**src/rtl/nibble_serial_add_ctrl_if.sv**
```systemverilog
// Handshake and operand/result bundle between a datapath and the nibble-serial adder controller.
// Latency: none (wires only).
// Backpressure: start is honoured only while ready is high; the controller never queues requests.
// Optional subtract select is present only when SUB_EN is defined.
interface nibble_serial_add_ctrl_if #(
  parameter int NIBBLES = 4
) ();
  localparam int W = 4 * NIBBLES;

  logic         start;
  logic [W-1:0] a;
  logic [W-1:0] b;
  logic         c_in;
`ifdef SUB_EN
  logic         sub;
`endif
  logic         ready;
  logic         busy;
  logic         done;
  logic [W-1:0] result;
  logic         c_out;
  logic         overflow;

  // Datapath side: issues requests, consumes results
  modport master (
`ifdef SUB_EN
    output sub,
`endif
    output start, a, b, c_in,
    input  ready, busy, done, result, c_out, overflow
  );

  // Controller side
  modport slave (
`ifdef SUB_EN
    input  sub,
`endif
    input  start, a, b, c_in,
    output ready, busy, done, result, c_out, overflow
  );
endinterface

```
**src/rtl/nibble_serial_add_ctrl.sv**
```systemverilog
// W-bit add (optionally subtract with SUB_EN) using one 4-bit adder over NIBBLES passes, LS nibble first.
// Latency: start accepted at edge E0, done high in the cycle after edge E0+NIBBLES; one op per NIBBLES+2 cycles.
// Backpressure: start is accepted only in IDLE (ready=1); start while busy is dropped, not queued.

// Plain 4-bit ripple-carry adder; the only adder on the sum path.
module full_adder_4bit (
  input  logic [3:0] a_i,
  input  logic [3:0] b_i,
  input  logic       c_i,
  output logic [3:0] s_o,
  output logic       c_o
);
  logic [4:0] carry;
  logic [3:0] sum;

  // Bit-by-bit ripple of the carry chain
  always_comb begin
    carry    = '0;
    sum      = '0;
    carry[0] = c_i;
    for (int i = 0; i < 4; i++) begin
      sum[i]     = a_i[i] ^ b_i[i] ^ carry[i];
      carry[i+1] = (a_i[i] & b_i[i]) | (carry[i] & (a_i[i] ^ b_i[i]));
    end
  end

  assign s_o = sum;
  assign c_o = carry[4];
endmodule

module nibble_serial_add_ctrl #(
  parameter int NIBBLES = 4
) (
  input  logic                     clk,
  input  logic                     reset,
  nibble_serial_add_ctrl_if.slave  bus
);
  localparam int W     = 4 * NIBBLES;
  localparam int CNT_W = 5;
  localparam logic [CNT_W-1:0] LAST = CNT_W'(NIBBLES - 1);

  typedef enum logic [1:0] {IDLE, RUN, DONE} state_t;

  state_t           state_q, state_d;
  logic [W-1:0]     sa_q, sa_d;
  logic [W-1:0]     sb_q, sb_d;
  logic             cr_q, cr_d;
  logic [CNT_W-1:0] cnt_q, cnt_d;
  logic [W-1:0]     acc_q, acc_d;
  logic [W-1:0]     result_q, result_d;
  logic             c_out_q, c_out_d;
  logic             ovf_q, ovf_d;

  logic [3:0]       fa_s;
  logic             fa_c;
  logic [W-1:0]     acc_shift;

  full_adder_4bit u_fa (
    .a_i (sa_q[3:0]),
    .b_i (sb_q[3:0]),
    .c_i (cr_q),
    .s_o (fa_s),
    .c_o (fa_c)
  );

  // Accumulator after this pass: old contents move down a nibble, new sum nibble enters at the top
  always_comb begin
    acc_shift            = acc_q >> 4;
    acc_shift[W-1 -: 4]  = fa_s;
  end

  // Next-state and datapath control; every register holds unless its state acts on it
  always_comb begin
    state_d  = state_q;
    sa_d     = sa_q;
    sb_d     = sb_q;
    cr_d     = cr_q;
    cnt_d    = cnt_q;
    acc_d    = acc_q;
    result_d = result_q;
    c_out_d  = c_out_q;
    ovf_d    = ovf_q;
    case (state_q)
      IDLE: begin
        if (bus.start) begin
          sa_d = bus.a;
`ifdef SUB_EN
          // Subtract as a + ~b + 1; c_in is irrelevant in that mode
          if (bus.sub) begin
            sb_d = ~bus.b;
            cr_d = 1'b1;
          end else begin
            sb_d = bus.b;
            cr_d = bus.c_in;
          end
`else
          sb_d = bus.b;
          cr_d = bus.c_in;
`endif
          cnt_d   = '0;
          state_d = RUN;
        end
      end
      RUN: begin
        sa_d  = sa_q >> 4;
        sb_d  = sb_q >> 4;
        acc_d = acc_shift;
        cr_d  = fa_c;
        cnt_d = cnt_q + CNT_W'(1);
        // Final pass sees the operand sign bits at SA[3]/SB[3]
        if (cnt_q == LAST) begin
          state_d  = DONE;
          result_d = acc_shift;
          c_out_d  = fa_c;
          ovf_d    = (sa_q[3] == sb_q[3]) && (fa_s[3] != sa_q[3]);
        end
      end
      DONE: begin
        state_d = IDLE;
      end
      default: begin
        state_d = IDLE;
      end
    endcase
  end

  // State and datapath registers with synchronous reset (aborts any operation in flight)
  always_ff @(posedge clk) begin
    if (reset) begin
      state_q  <= IDLE;
      sa_q     <= '0;
      sb_q     <= '0;
      cr_q     <= 1'b0;
      cnt_q    <= '0;
      acc_q    <= '0;
      result_q <= '0;
      c_out_q  <= 1'b0;
      ovf_q    <= 1'b0;
    end else begin
      state_q  <= state_d;
      sa_q     <= sa_d;
      sb_q     <= sb_d;
      cr_q     <= cr_d;
      cnt_q    <= cnt_d;
      acc_q    <= acc_d;
      result_q <= result_d;
      c_out_q  <= c_out_d;
      ovf_q    <= ovf_d;
    end
  end

  assign bus.ready    = (state_q == IDLE);
  assign bus.busy     = (state_q != IDLE);
  assign bus.done     = (state_q == DONE);
  assign bus.result   = result_q;
  assign bus.c_out    = c_out_q;
  assign bus.overflow = ovf_q;
endmodule

```
**src/flat_wrapper.sv**
```systemverilog
// flat-port wrapper written by rule: the top's interface ports become plain ports
module nibble_serial_add_ctrl_flat 
#(
  parameter int NIBBLES = 4
)
  (clk, reset, bus_start, bus_a, bus_b, bus_c_in, bus_ready, bus_busy, bus_done, bus_result, bus_c_out, bus_overflow);
  nibble_serial_add_ctrl_if #(.NIBBLES(NIBBLES)) bus_i ();
  input  logic clk;
  input  logic reset;
  input wire logic [$bits(bus_i.start)-1:0] bus_start;
  input wire logic [$bits(bus_i.a)-1:0] bus_a;
  input wire logic [$bits(bus_i.b)-1:0] bus_b;
  input wire logic [$bits(bus_i.c_in)-1:0] bus_c_in;
  output wire logic [$bits(bus_i.ready)-1:0] bus_ready;
  output wire logic [$bits(bus_i.busy)-1:0] bus_busy;
  output wire logic [$bits(bus_i.done)-1:0] bus_done;
  output wire logic [$bits(bus_i.result)-1:0] bus_result;
  output wire logic [$bits(bus_i.c_out)-1:0] bus_c_out;
  output wire logic [$bits(bus_i.overflow)-1:0] bus_overflow;
  assign bus_i.start = bus_start;
  assign bus_i.a = bus_a;
  assign bus_i.b = bus_b;
  assign bus_i.c_in = bus_c_in;
  assign bus_ready = bus_i.ready;
  assign bus_busy = bus_i.busy;
  assign bus_done = bus_i.done;
  assign bus_result = bus_i.result;
  assign bus_c_out = bus_i.c_out;
  assign bus_overflow = bus_i.overflow;
  nibble_serial_add_ctrl #(.NIBBLES(NIBBLES)) u_core (.clk(clk), .reset(reset), .bus(bus_i));
endmodule
```
**config.mk**
```make
export PLATFORM = sky130hd
export DESIGN_NAME = nibble_serial_add_ctrl_flat
export DESIGN_NICKNAME = d
export VERILOG_FILES = /design/src/rtl/nibble_serial_add_ctrl_if.sv /design/src/rtl/nibble_serial_add_ctrl.sv /design/src/flat_wrapper.sv
export SDC_FILE = /design/constraint.sdc
export NUM_CORES = 1
export LEC_CHECK = 0
export ABC_AREA = 0
export BUFFER_PORTS_ARGS = -buffer_cell sky130_fd_sc_hd__buf_2
export CAP_MARGIN = 0
export CORE_ASPECT_RATIO = 0.8
export CORE_MARGIN = 2
export CORE_UTILIZATION = 55
export CTS_CLUSTER_SIZE = 25
export DETAILED_ROUTE_END_ITERATION = 6
export PLACE_DENSITY = 0.76
export SYNTH_ARGS = -nofsm -noshare
export SYNTH_HDL_FRONTEND = slang
export SYNTH_SLANG_ARGS = --single-unit
```
**constraint.sdc**
```tcl
create_clock -name clk -period 3.25 [get_ports clk]
set_input_delay 0.975 -clock clk [delete_from_list [all_inputs] [get_ports clk]]
set_output_delay 0.975 -clock clk [all_outputs]
set_load 0.03 [all_outputs]
```
# Word level (Yosys, flattened, before mapping)
# Cells that the tools add are included.
# word_totals
output_inout_bits	21
ff_bits	74
# op_classes
n_reduce_logical	7
add_sub_neg	1
n_bitwise	20
muxes	11
eq_ne	7
# op_table
operator	count
one-hot mux 16 bit (2 select lines)	2
two-way mux 16 bit	2
one-hot mux 5 bit (2 select lines)	1
bitwise AND 1 bit	8
XOR 1 bit	8
AND reduction 2 bit	3
adder 5 x 1 -> 5 bit, second input constant	1
equality test 5 x 2 -> 1 bit, second input constant	1
two-way mux 5 bit	1
two-way mux 2 bit	2
bitwise OR 1 bit	4
one-hot mux 2 bit (2 select lines)	1
nonzero test 2 bit	2
equality test 2 x 1 -> 1 bit, second input constant	1
equality test 2 bit, second input constant	1
zero test 2 bit	1
!= test 2 x 1 -> 1 bit, second input constant	1
!= test 2 bit, second input constant	1
one-hot mux 1 bit (2 select lines)	1
equality test 1 bit	1
logical AND 1 bit	1
two-way mux 1 bit	1
!= test 1 bit	1

# Longest topological paths before layout
# Gate-level depths: netlist of run 1.
# depth
depth_word	10
mapped_depth	10
depth_no_buf	10

# Hierarchy
# From an unflattened synthesis of run 1, not the netlist that was laid out.
# unflattened
hier_cells	337
hier_area_um2	3090.5
# modules_own_cells
mod	seq_area_each_um2	area_each_um2	n_inst	cells_per_inst
nibble_serial_add_ctrl	1401.3	2972.9	1	323
full_adder_4bit	0.0	117.6	1	14

# Worst setup path after synthesis of run 1
# OpenSTA, ideal clock, no wires.
# synth_path
path_kind	reg2reg
startpoint	reg u_core.cr_q
endpoint	reg u_core.ovf_q (netlist: u_core.bus.overflow)
setup_ns	0.070
period_less_slack_ns	2.550
stages_incl_launch_ff	11
required_time_ns	3.180
setup_slack_ns	0.700
t_arrival_ns	2.479
cell_sequence	dfxtp_1 fa_1 inv_1 fa_1 inv_1 fa_1 inv_1 fa_1 xor2_1 or4_1 a21oi_1
# synth_between
elab_chain_cells	9
# synth_lines
element	line	rtl
start: declaration	nibble_serial_add_ctrl.sv:47	logic cr_q, cr_d;
start signal: assignment	nibble_serial_add_ctrl.sv:143	cr_q <= cr_d;
bitwise AND 1 bit	nibble_serial_add_ctrl.sv:23	carry[i+1] = (a_i[i] & b_i[i]) | (carry[i] & (a_i[i] ^ b_i[i]));
bitwise OR 1 bit	nibble_serial_add_ctrl.sv:23	
bitwise AND 1 bit	nibble_serial_add_ctrl.sv:23	
bitwise OR 1 bit	nibble_serial_add_ctrl.sv:23	
bitwise AND 1 bit	nibble_serial_add_ctrl.sv:23	
bitwise OR 1 bit	nibble_serial_add_ctrl.sv:23	
XOR 1 bit	nibble_serial_add_ctrl.sv:22	sum[i] = a_i[i] ^ b_i[i] ^ carry[i];
!= test 1 bit	nibble_serial_add_ctrl.sv:115	ovf_d = (sa_q[3] == sb_q[3]) && (fa_s[3] != sa_q[3]);
logical AND 1 bit	nibble_serial_add_ctrl.sv:115	
end signal: assignment	nibble_serial_add_ctrl.sv:148	ovf_q <= ovf_d;
end: declaration	nibble_serial_add_ctrl.sv:52	logic ovf_q, ovf_d;
# No other way between the ends.
# A chain may end at the register's enable or synchronous reset.

# Final worst setup path of run 1
# Same ends and word-level chain as after synthesis.

==> metrics.txt, run 1 <==
outcome=finished, final reports clean; setup_tns=0 ns; critical setup path kind=flip-flop to flip-flop; DRT iter0 DRCs=201; Routed WL per cell=~14 µm; I/O Pins=57; Initial Util=0.567; register area share after synthesis=0.455; Die Area=6220 µm²; commonest cells after routing, fill and taps aside=dfxtp_1 (70), buf_2 (56), a21oi_1 (55), nor2_1 (37), nand2b_1 (25); clock skew=0.00712 ns; RSZ-0062 raised after global routing=no; antenna violations before repair=0; ratio of cells with drive above 1 in the final layout=0.240; Filler cells=~470; Worst R2R Start=u_core.cr_q; period utilization=0.842; Largest delay share family, worst path=adder cells; MaxCap Viol Count=0; min-delay worst type=flip-flop to flip-flop; CTS root buffer=clkbuf_8; Residual DRC=0; Syn Area/Cell=between 8 and 9 µm²; Remaining Overflow, GRT=0; multi-input combinational cell area=1530 µm²; Power Dens Cells=537 nW/µm²; Worst path slowest cell=fa_1; TritonCTS Sinks=70; Worst Hold End=u_core.acc_q[7]; number of library cell types mapped by synthesis=32; CP bufs+invs=3; LEAKAGE=1.47 nW; R2R setup slack=0.51 ns; GRT Total Usage=0.237; via/cell ratio=5.39; chip width=between 80 and 90 µm; Worst Setup End Kind=flip-flop; crit path time final=2.74 ns; post-cts sizing count=0; Antenna Nets Post-Route=0; Routed WL=6730 µm; RePlAce Congestion=0.804; Gate Count Post-Synth=368; core area=5440 µm²; cell mode on critical path=fa_1; Worst-Margin Slew=approximately 0.84 ns; reg2reg end=u_core.bus.overflow; antenna diode count=0; Post-CTS Setup Inserts=0; Largest stage delay, worst path=0.46 ns; HPWL Detailed=4480 µm; Storage cell area=1400 µm²; clk_lat worst skew=0.34 ns; arrival time at the worst endpoint=around 3 ns; Port Buffer Count=between 50 and 60; Critical Path RT=between 3 and 4 ns; startpoint types=flip-flop; Hold Path Origin=u_core.acc_q[7]; Slew Viols, Final=0; vias in the first global route=2524; clk slew on worst S/H paths=about 0.07 ns; Final nets=454; commonest non-fill, non-tap cell in the layout=dfxtp_1; Site Rows=24; CTS Buf Count=9; Post-synth ARST share=0; Fin. Hold Viols=0; Layout area overhead=17.9%; drt pass-1 iters=4; hold depth=2; CTS tree=done; # H-tree levels=3; crit path max fanout=3; number of flops mapped to enable cells by yosys=0; Die Ht=71.0 µm; total power=0.00195 W; Post-Syn Nets=410; CP startpoint=u_core.cr_q; Max Fclk=0.366 GHz; cts hold-fix bufs=0; yosys warns=0; post-synthesis register bit count=70; crit-path cells=fa_1 > inv_1 > fa_1 > inv_1 > fa_1 > inv_1 > fa_1 > xor2_1 > or4_1 > a21oi_1; reg2reg path depth=10; Mapped Area=slightly above 3000 µm²; first-pass GRT wire length=11500 µm; worst rel slew slack=0.437; endpoints failing setup=0; Longest Clk Path Bufs=2; Main synth FF type=dfxtp_1; vias=approximately 2700; largest net degree at the start of global routing=41; Worst VDD drop=0.366 mV
cell usage after synthesis, types with 2 or more instances:
library cell	n	area, µm²
nor3_1	23	115
or3b_1	13	114
nand2b_1	25	156
clkbuf_1	29	109
nand2_1	21	78.8
dfxtp_1	70	1400
nand4_1	2	12.5
fa_1	4	80.1
ha_1	2	25.0
buf_2	2	10.0
a21oi_1	55	275
o21ai_1	4	20.0
a22oi_1	9	67.6
a211oi_1	9	67.6
nor2_1	37	139
nor2b_1	2	12.5
o21ai_0	11	55.1
or3b_2	12	105
nand3_1	14	70.1
buf_1	2	7.51
mux2_2	2	22.5
nor3b_1	3	22.5
inv_1	8	30.0
cell type report:
type	count	area share
inverter	8	0.00826
clock inverter	6	0.0234
tap	78	0.0269
timing repair buffer	66	0.0978
sequential	70	0.386
multi-input combinational	257	0.420
clock buffer	10	0.0379
power breakdown:
| part | internal [W] | switching [W] |
|---|---|---|
| combinational | 0.000108 | 0.000140 |
| clock | 0.000450 | 0.000321 |
| sequential | 0.000904 | 0.0000297 |
| total | 0.00146 | 0.000491 |
layer usage:
metal,wire length [µm],GRT usage
met5,0,0
met4,68,0.0872
met1,3220,0.327
met3,358,0.0770
met2,3090,0.347
sequential cells by signal, indices dropped and copies added (netlist names):
| signal | count |
|---|---|
| u_core.acc_q | 12 |
| u_core.bus.c_out | 1 |
| u_core.bus.overflow | 1 |
| u_core.bus.result | 16 |
| u_core.cnt_q | 5 |
| u_core.cr_q | 1 |
| u_core.sa_q | 16 |
| u_core.sb_q | 16 |
| u_core.state_q | 2 |
worst max-delay path by stage:
stage	endpoint	slack, ns	cells past startpoint
6_report	u_core.bus.overflow	0.51	10
5_1_grt	u_core.bus.overflow	0.39	10
4_1_cts	u_core.bus.overflow	0.53	10
3_5_place_dp	u_core.bus.overflow	0.53	10
3_3_place_gp	u_core.bus.overflow	0.65	10
2_1_floorplan	u_core.bus.overflow	0.70	10
logic make-up (layout without fill, tap and decap cells):
group                    Yosys count  count (layout)  synth area share
adder cells (fa/ha/maj)            6               6            0.0341
flip-flops                        70              70             0.455
AO/OA/AOI/OAI                     91              91             0.166
AND/OR/NAND/NOR                  156             156             0.281
XOR/XNOR                           1               1           0.00284
multiplexers                       3               3            0.0106
buffers and inverters             41              90            0.0508
tightest hold or removal path, delay by kind of cell (launching register included):
kind | cells | cell delay, ns
simple gates | 1 | 0.05
compound gates | 1 | 0.05
flops | 1 | 0.31
through the flow:
stage / area, µm² / setup slack [ns] / utilization / instances / hold WS, ns
after detailed placement: 3410 / 0.535 / 0.628 / 479 / 0.452
after global routing: 3630 / 0.392 / 0.669 / 495 / 0.490
final: 3630 / 0.514 / 0.669 / 495 / 0.459
after CTS: 3630 / 0.527 / 0.669 / 495 / 0.462
after floorplan: 3080 / 0.700 / - / 368 / 0.437
after global placement: 3410 / 0.647 / 0.628 / 479 / 0.443
(Power assumes the default switching activity.)
==> run 2, diff against run 1 <==
CORE_UTILIZATION = 50   (was 55)
PLACE_DENSITY = 0.73   (was 0.76)
clock period = 2.4 ns   (was 3.25 ns; I/O delays follow)
==> metrics.txt, run 2 (synthesis gave the netlist of run 1 again) <==
outcome=finished with violations; failing checks=setup timing; GRT Total Usage=0.211 (-0.0259); drt pass-1 iters=5 (+1); startpoint types=flip-flop; clk slew on worst S/H paths=0.07 ns (about the same); via/cell ratio=5.34 (-0.77%); period utilization=1.08 (+0.242); first-pass GRT wire length=11200 µm (-2.3%); arrival time at the worst endpoint=2.88 ns (-0.12 ns); # H-tree levels=3 (unchanged); worst rel slew slack=0.193 (-0.244); LEAKAGE=1.49 nW (+1.2%); MaxCap Viol Count=0 (unchanged); antenna violations before repair=0 (unchanged); Die Ht=74.2 µm (+4.6%); chip width=91.8 µm (+4.7%); Die Area=6810 µm² (+9.5%); total power=0.00267 W (+37%); Worst Slack Setup Final=-0.200 ns (-0.715 ns); Fin. Hold Viols=0 (unchanged); CP startpoint=u_core.sa_q[0]; Critical Path RT=2.68 ns (-0.84 ns); CTS root buffer=clkbuf_8; post-layout util=0.621 (-0.0472); Residual DRC=0 (unchanged); clk_lat worst skew=0.35 ns (about the same); Longest Clk Path Bufs=2 (unchanged); dpl ws=-0.238 ns (-0.772 ns); Initial Util=0.519 (-0.0485); vias=2683 (+0.64%); Routed WL=6790 µm (+0.88%); setup_tns=-0.200 ns (-0.200 ns); Post-Layout Cell Count=502 (+1.4%); Hold Path Origin=u_core.acc_q[6]; endpoints failing setup=1 (+1); TritonCTS Sinks=70 (unchanged); crit path time final=2.60 ns (-0.135 ns); Worst VDD drop=0.349 mV (-4.7%); commonest non-fill, non-tap cell in the layout=dfxtp_1; Layout area overhead=19.8%; Worst-Margin Slew=1.21 ns (+0.367 ns); RSZ-0062 raised after global routing=yes; min-delay worst type=flip-flop to flip-flop; Max Fclk=0.385 GHz (+5.2%); Site Rows=25 (+4.2%); largest net degree at the start of global routing=52 (+27%); CTS tree=done; crit path max fanout=2 (-1); I/O Pins=57 (unchanged); Routed WL per cell=13.5 µm (-0.53%); placed cells=486 (+1.5%); core area=5940 µm² (+9.3%); commonest cells after routing, fill and taps aside=dfxtp_1 (69), buf_2 (56), a21oi_1 (54), nor2_1 (37), nand2b_1 (25); Worst R2R Start=u_core.sa_q[0]; Port Buffer Count=56 (unchanged); Antenna Nets Post-Route=0 (unchanged); Remaining Overflow, GRT=0 (unchanged); DRT iter0 DRCs=156 (-22%); clock skew=0.0102 ns (+0.00307 ns); Worst Setup End Kind=flip-flop; vias in the first global route=2289 (-9.3%); Slew Viols, Final=0 (unchanged); antenna diode count=0 (unchanged); ratio of cells with drive above 1 in the final layout=0.266 (+0.0262); RePlAce Congestion=0.837 (+4.1%); Power Dens Cells=722 nW/µm² (+34%); CTS Buf Count=9 (unchanged); Final nets=458 (+0.88%); HPWL Detailed=4620 µm (+3.1%); critical setup path kind=flip-flop to flip-flop
-- run 2: changes by cell type in the layout (fill, tap and decap cells not counted), sizes merged --
cell  change
buf       +4
-- run 2: final timing paths --
path,end,slack (ns),cells after the start
max,u_core.bus.overflow,-0.20,10
min,u_core.acc_q[6],0.46,2
max reg2reg,u_core.bus.overflow,-0.20,10
min reg2reg,u_core.acc_q[6],0.46,2
-- run 2: per-layer routing --
| layer | part of all wire | track usage | vias up |
|---|---|---|---|
| met2 | 0.44 | 0.307 | 92 |
| li1 | - | - | 1362 |
| met4 | 0.010 | 0.0663 | 0 |
| met3 | 0.060 | 0.0648 | 8 |
| met5 | 0 | 0 | - |
| met1 | 0.49 | 0.302 | 1221 |
-- run 2: worst max-delay path, cell delays in order (launching register included) --
cell and delay (ns):
dfxtp_2 0.34, fa_2 0.38, inv_2 0.06, fa_2 0.18
inv_2 0.04, fa_2 0.33, inv_2 0.06, fa_1 0.43
xor2_1 0.17, or4_1 0.41, a21oi_2 0.14
-- run 2: where the power goes --
part | leakage (nW) | internal [W] | total [W] | switching [W]
Combinational | 0.809 | 0.000163 | 0.000363 | 0.000200
Clock | 0.108 | 0.000609 | 0.00104 | 0.000431
Sequential | 0.573 | 0.00122 | 0.00126 | 0.0000390
-- run 2: stage by stage --
stage               hold WS (ns)  instance area [µm²]
floorplan                  0.437                 3090
global placement           0.442                 3460
detailed placement         0.448                 3460
CTS                        0.457                 3690
global route               0.491                 3690
finish                     0.461                 3690
-- run 2: timing repair --
item | 4_1_cts | 5_1_grt
gates resized for setup | 3 | 1
pin swaps | 2 | 0
hold endpoints to repair | 0 | 0
endpoints found under the setup margin | 1 | 1
buffers inserted | 0 | 0
hold buffers | 0 | 0
-- run 2: cell type report --
cell class / instances / area [µm²]
clock buffers: 10 / 138
clock inverters: 6 / 85.1
fillers: 542 / 2250
inverters: 8 / 30.0
multi-input cells: 257 / 1540
flip-flops and latches: 70 / 1400
well taps: 81 / 101
repair buffers: 70 / 398
==> run 3, diff against run 2 <==
PLACE_DENSITY = default   (was 0.73)
PLACE_DENSITY_LB_ADDON = 0.05   (was default)
==> metrics.txt, run 3 (synthesis gave the netlist of run 1 again) <==
outcome=finished with violations; failing checks=setup timing; Worst path slowest cell=fa_1; antenna violations before repair=0 (unchanged); Remaining Overflow, GRT=0 (unchanged); LEAKAGE=1.49 nW (-0.17%); antenna diode count=0 (unchanged); placed cells=486 (unchanged); TritonCTS Sinks=70 (unchanged); chip width=91.8 µm (unchanged); Worst-Margin Slew=1.23 ns (+0.0215 ns); RSZ-0062 raised after global routing=yes; clk slew on worst S/H paths=0.07 ns (about the same); commonest non-fill, non-tap cell in the layout=dfxtp_1; startpoint types=flip-flop; Fin. Hold Viols=0 (unchanged); I/O Pins=57 (unchanged); via/cell ratio=5.26 (-1.6%); final instance area=3670 µm² (-0.61%); Layout area overhead=19.1%; Critical Path RT=2.67 ns (about the same); Port Buffer Count=56 (unchanged); ratio of cells with drive above 1 in the final layout=0.261 (-0.00475); Worst Setup End Kind=flip-flop; Die Ht=74.2 µm (unchanged); min-delay worst type=flip-flop to flip-flop; commonest cells after routing, fill and taps aside=dfxtp_1 (68), buf_2 (56), a21oi_1 (55), nor2_1 (37), nand2b_1 (25); placed cell area=3450 µm² (-0.36%); RePlAce Congestion=0.794 (-5.1%); critical setup path kind=flip-flop to flip-flop; # H-tree levels=3 (unchanged); Antenna Nets Post-Route=0 (unchanged); crit path time final=2.57 ns (-0.0349 ns); DRT iter0 DRCs=97 (-38%); Routed WL=6850 µm (+0.85%); CTS root buffer=clkbuf_8; clock skew=0.00944 ns (-0.000753 ns); Initial Util=0.519 (unchanged); Residual DRC=0 (unchanged); drt pass-1 iters=4 (-1); core area=5940 µm² (unchanged); clk_lat worst skew=0.34 ns (about the same); Final nets=458 (unchanged); HPWL Detailed=4690 µm (+1.6%); WHS=0.462 ns (+0.00121 ns); Post-Layout Cell Count=502 (unchanged); period utilization=1.07 (-0.0145); vias=2641 (-1.6%); crit-path cells=fa_2 > inv_2 > fa_2 > inv_2 > fa_2 > inv_2 > fa_1 > xor2_1 > or4_1 > a21oi_1; Slew Viols, Final=0 (unchanged); endpoints failing setup=1 (unchanged); Worst VDD drop=0.372 mV (+6.8%); Max Fclk=0.390 GHz (+1.4%); Power Dens Cells=723 nW/µm² (about the same); Post-CTS Setup Inserts=0 (unchanged); GRT Total Usage=0.216 (+0.00561); MaxCap Viol Count=0 (unchanged); Die Area=6810 µm² (unchanged); largest net degree at the start of global routing=32 (-38%); Longest Clk Path Bufs=2 (unchanged); Routed WL per cell=13.6 µm (+0.85%); arrival time at the worst endpoint=2.84 ns (-0.04 ns); worst rel slew slack=0.179 (-0.0144); CTS Buf Count=9 (unchanged); first-pass GRT wire length=11500 µm (+2.2%); Filler cells=569 (+5.0%); Site Rows=25 (unchanged); crit path max fanout=2 (unchanged); Worst Slack Setup Final=-0.165 ns (+0.0349 ns); CTS tree=done; post-layout util=0.617 (-0.00379); Largest stage delay, worst path=0.43 ns (about the same); vias in the first global route=2426 (+6.0%)
## run 3: cell count changes in the layout (fill, tap and decap cells not counted), sizes merged
cell      previous run  this run
clkbuf              10        12
clkinvlp             2         0
## run 3: critical path, delay by kind of cell (launching register included)
family	cells	cell delay, ns
fa+ha+maj	4	1.32
simple gates	1	0.39
compound gates	1	0.13
buf+inv	3	0.17
flops	1	0.33
xor+xnor	1	0.17
## run 3: what timing repair did
action,4_1_cts,5_1_grt
pin swaps,3,1
hold endpoints to repair,0,0
resized for setup,4,0
hold buffers,0,0
endpoints found under the setup margin,1,1
## run 3: routing by layer
layer,global-route usage,wire (µm),vias to the layer above
li1,-,-,1361
met1,0.310,3580,1198
met2,0.315,2780,73
met3,0.0598,419,9
met4,0.0779,77,0
met5,0,0,-
## run 3: report_power, final
part | leakage (nW) | switching, W | internal, W | total (W)
registers | 0.573 | 0.0000398 | 0.00122 | 0.00126
clock network | 0.110 | 0.000429 | 0.000611 | 0.00104
logic | 0.804 | 0.000192 | 0.000156 | 0.000348
total | 1.49 | 0.000661 | 0.00199 | 0.00265
## run 3: final cells by class
type,count,area [µm²],area share
multi-input cells,257,1530,0.418
flip-flops and latches,70,1400,0.383
repair buffers,70,385,0.105
clock buffers,12,145,0.0395
well taps,81,101,0.0276
clock inverters,4,70.1,0.0191
inverters,8,30.0,0.00818
## run 3: final timing paths
path                    from                   to  slack, ns  cells past startpoint
max              u_core.cr_q  u_core.bus.overflow      -0.17                     10
min          u_core.acc_q[6]      u_core.acc_q[6]       0.46                      2
max reg2reg      u_core.cr_q  u_core.bus.overflow      -0.17                     10
min reg2reg  u_core.acc_q[6]      u_core.acc_q[6]       0.46                      2
## run 3: per-stage QoR
step	power (W)	setup WS, ns	TNS, ns
2_1_floorplan	0.00153	-0.148	-0.148
3_3_place_gp	0.00163	-0.171	-0.171
3_5_place_dp	0.00164	-0.220	-0.220
4_1_cts	0.00267	-0.179	-0.179
5_1_grt	0.00277	-0.265	-0.265
6_report	0.00265	-0.165	-0.165
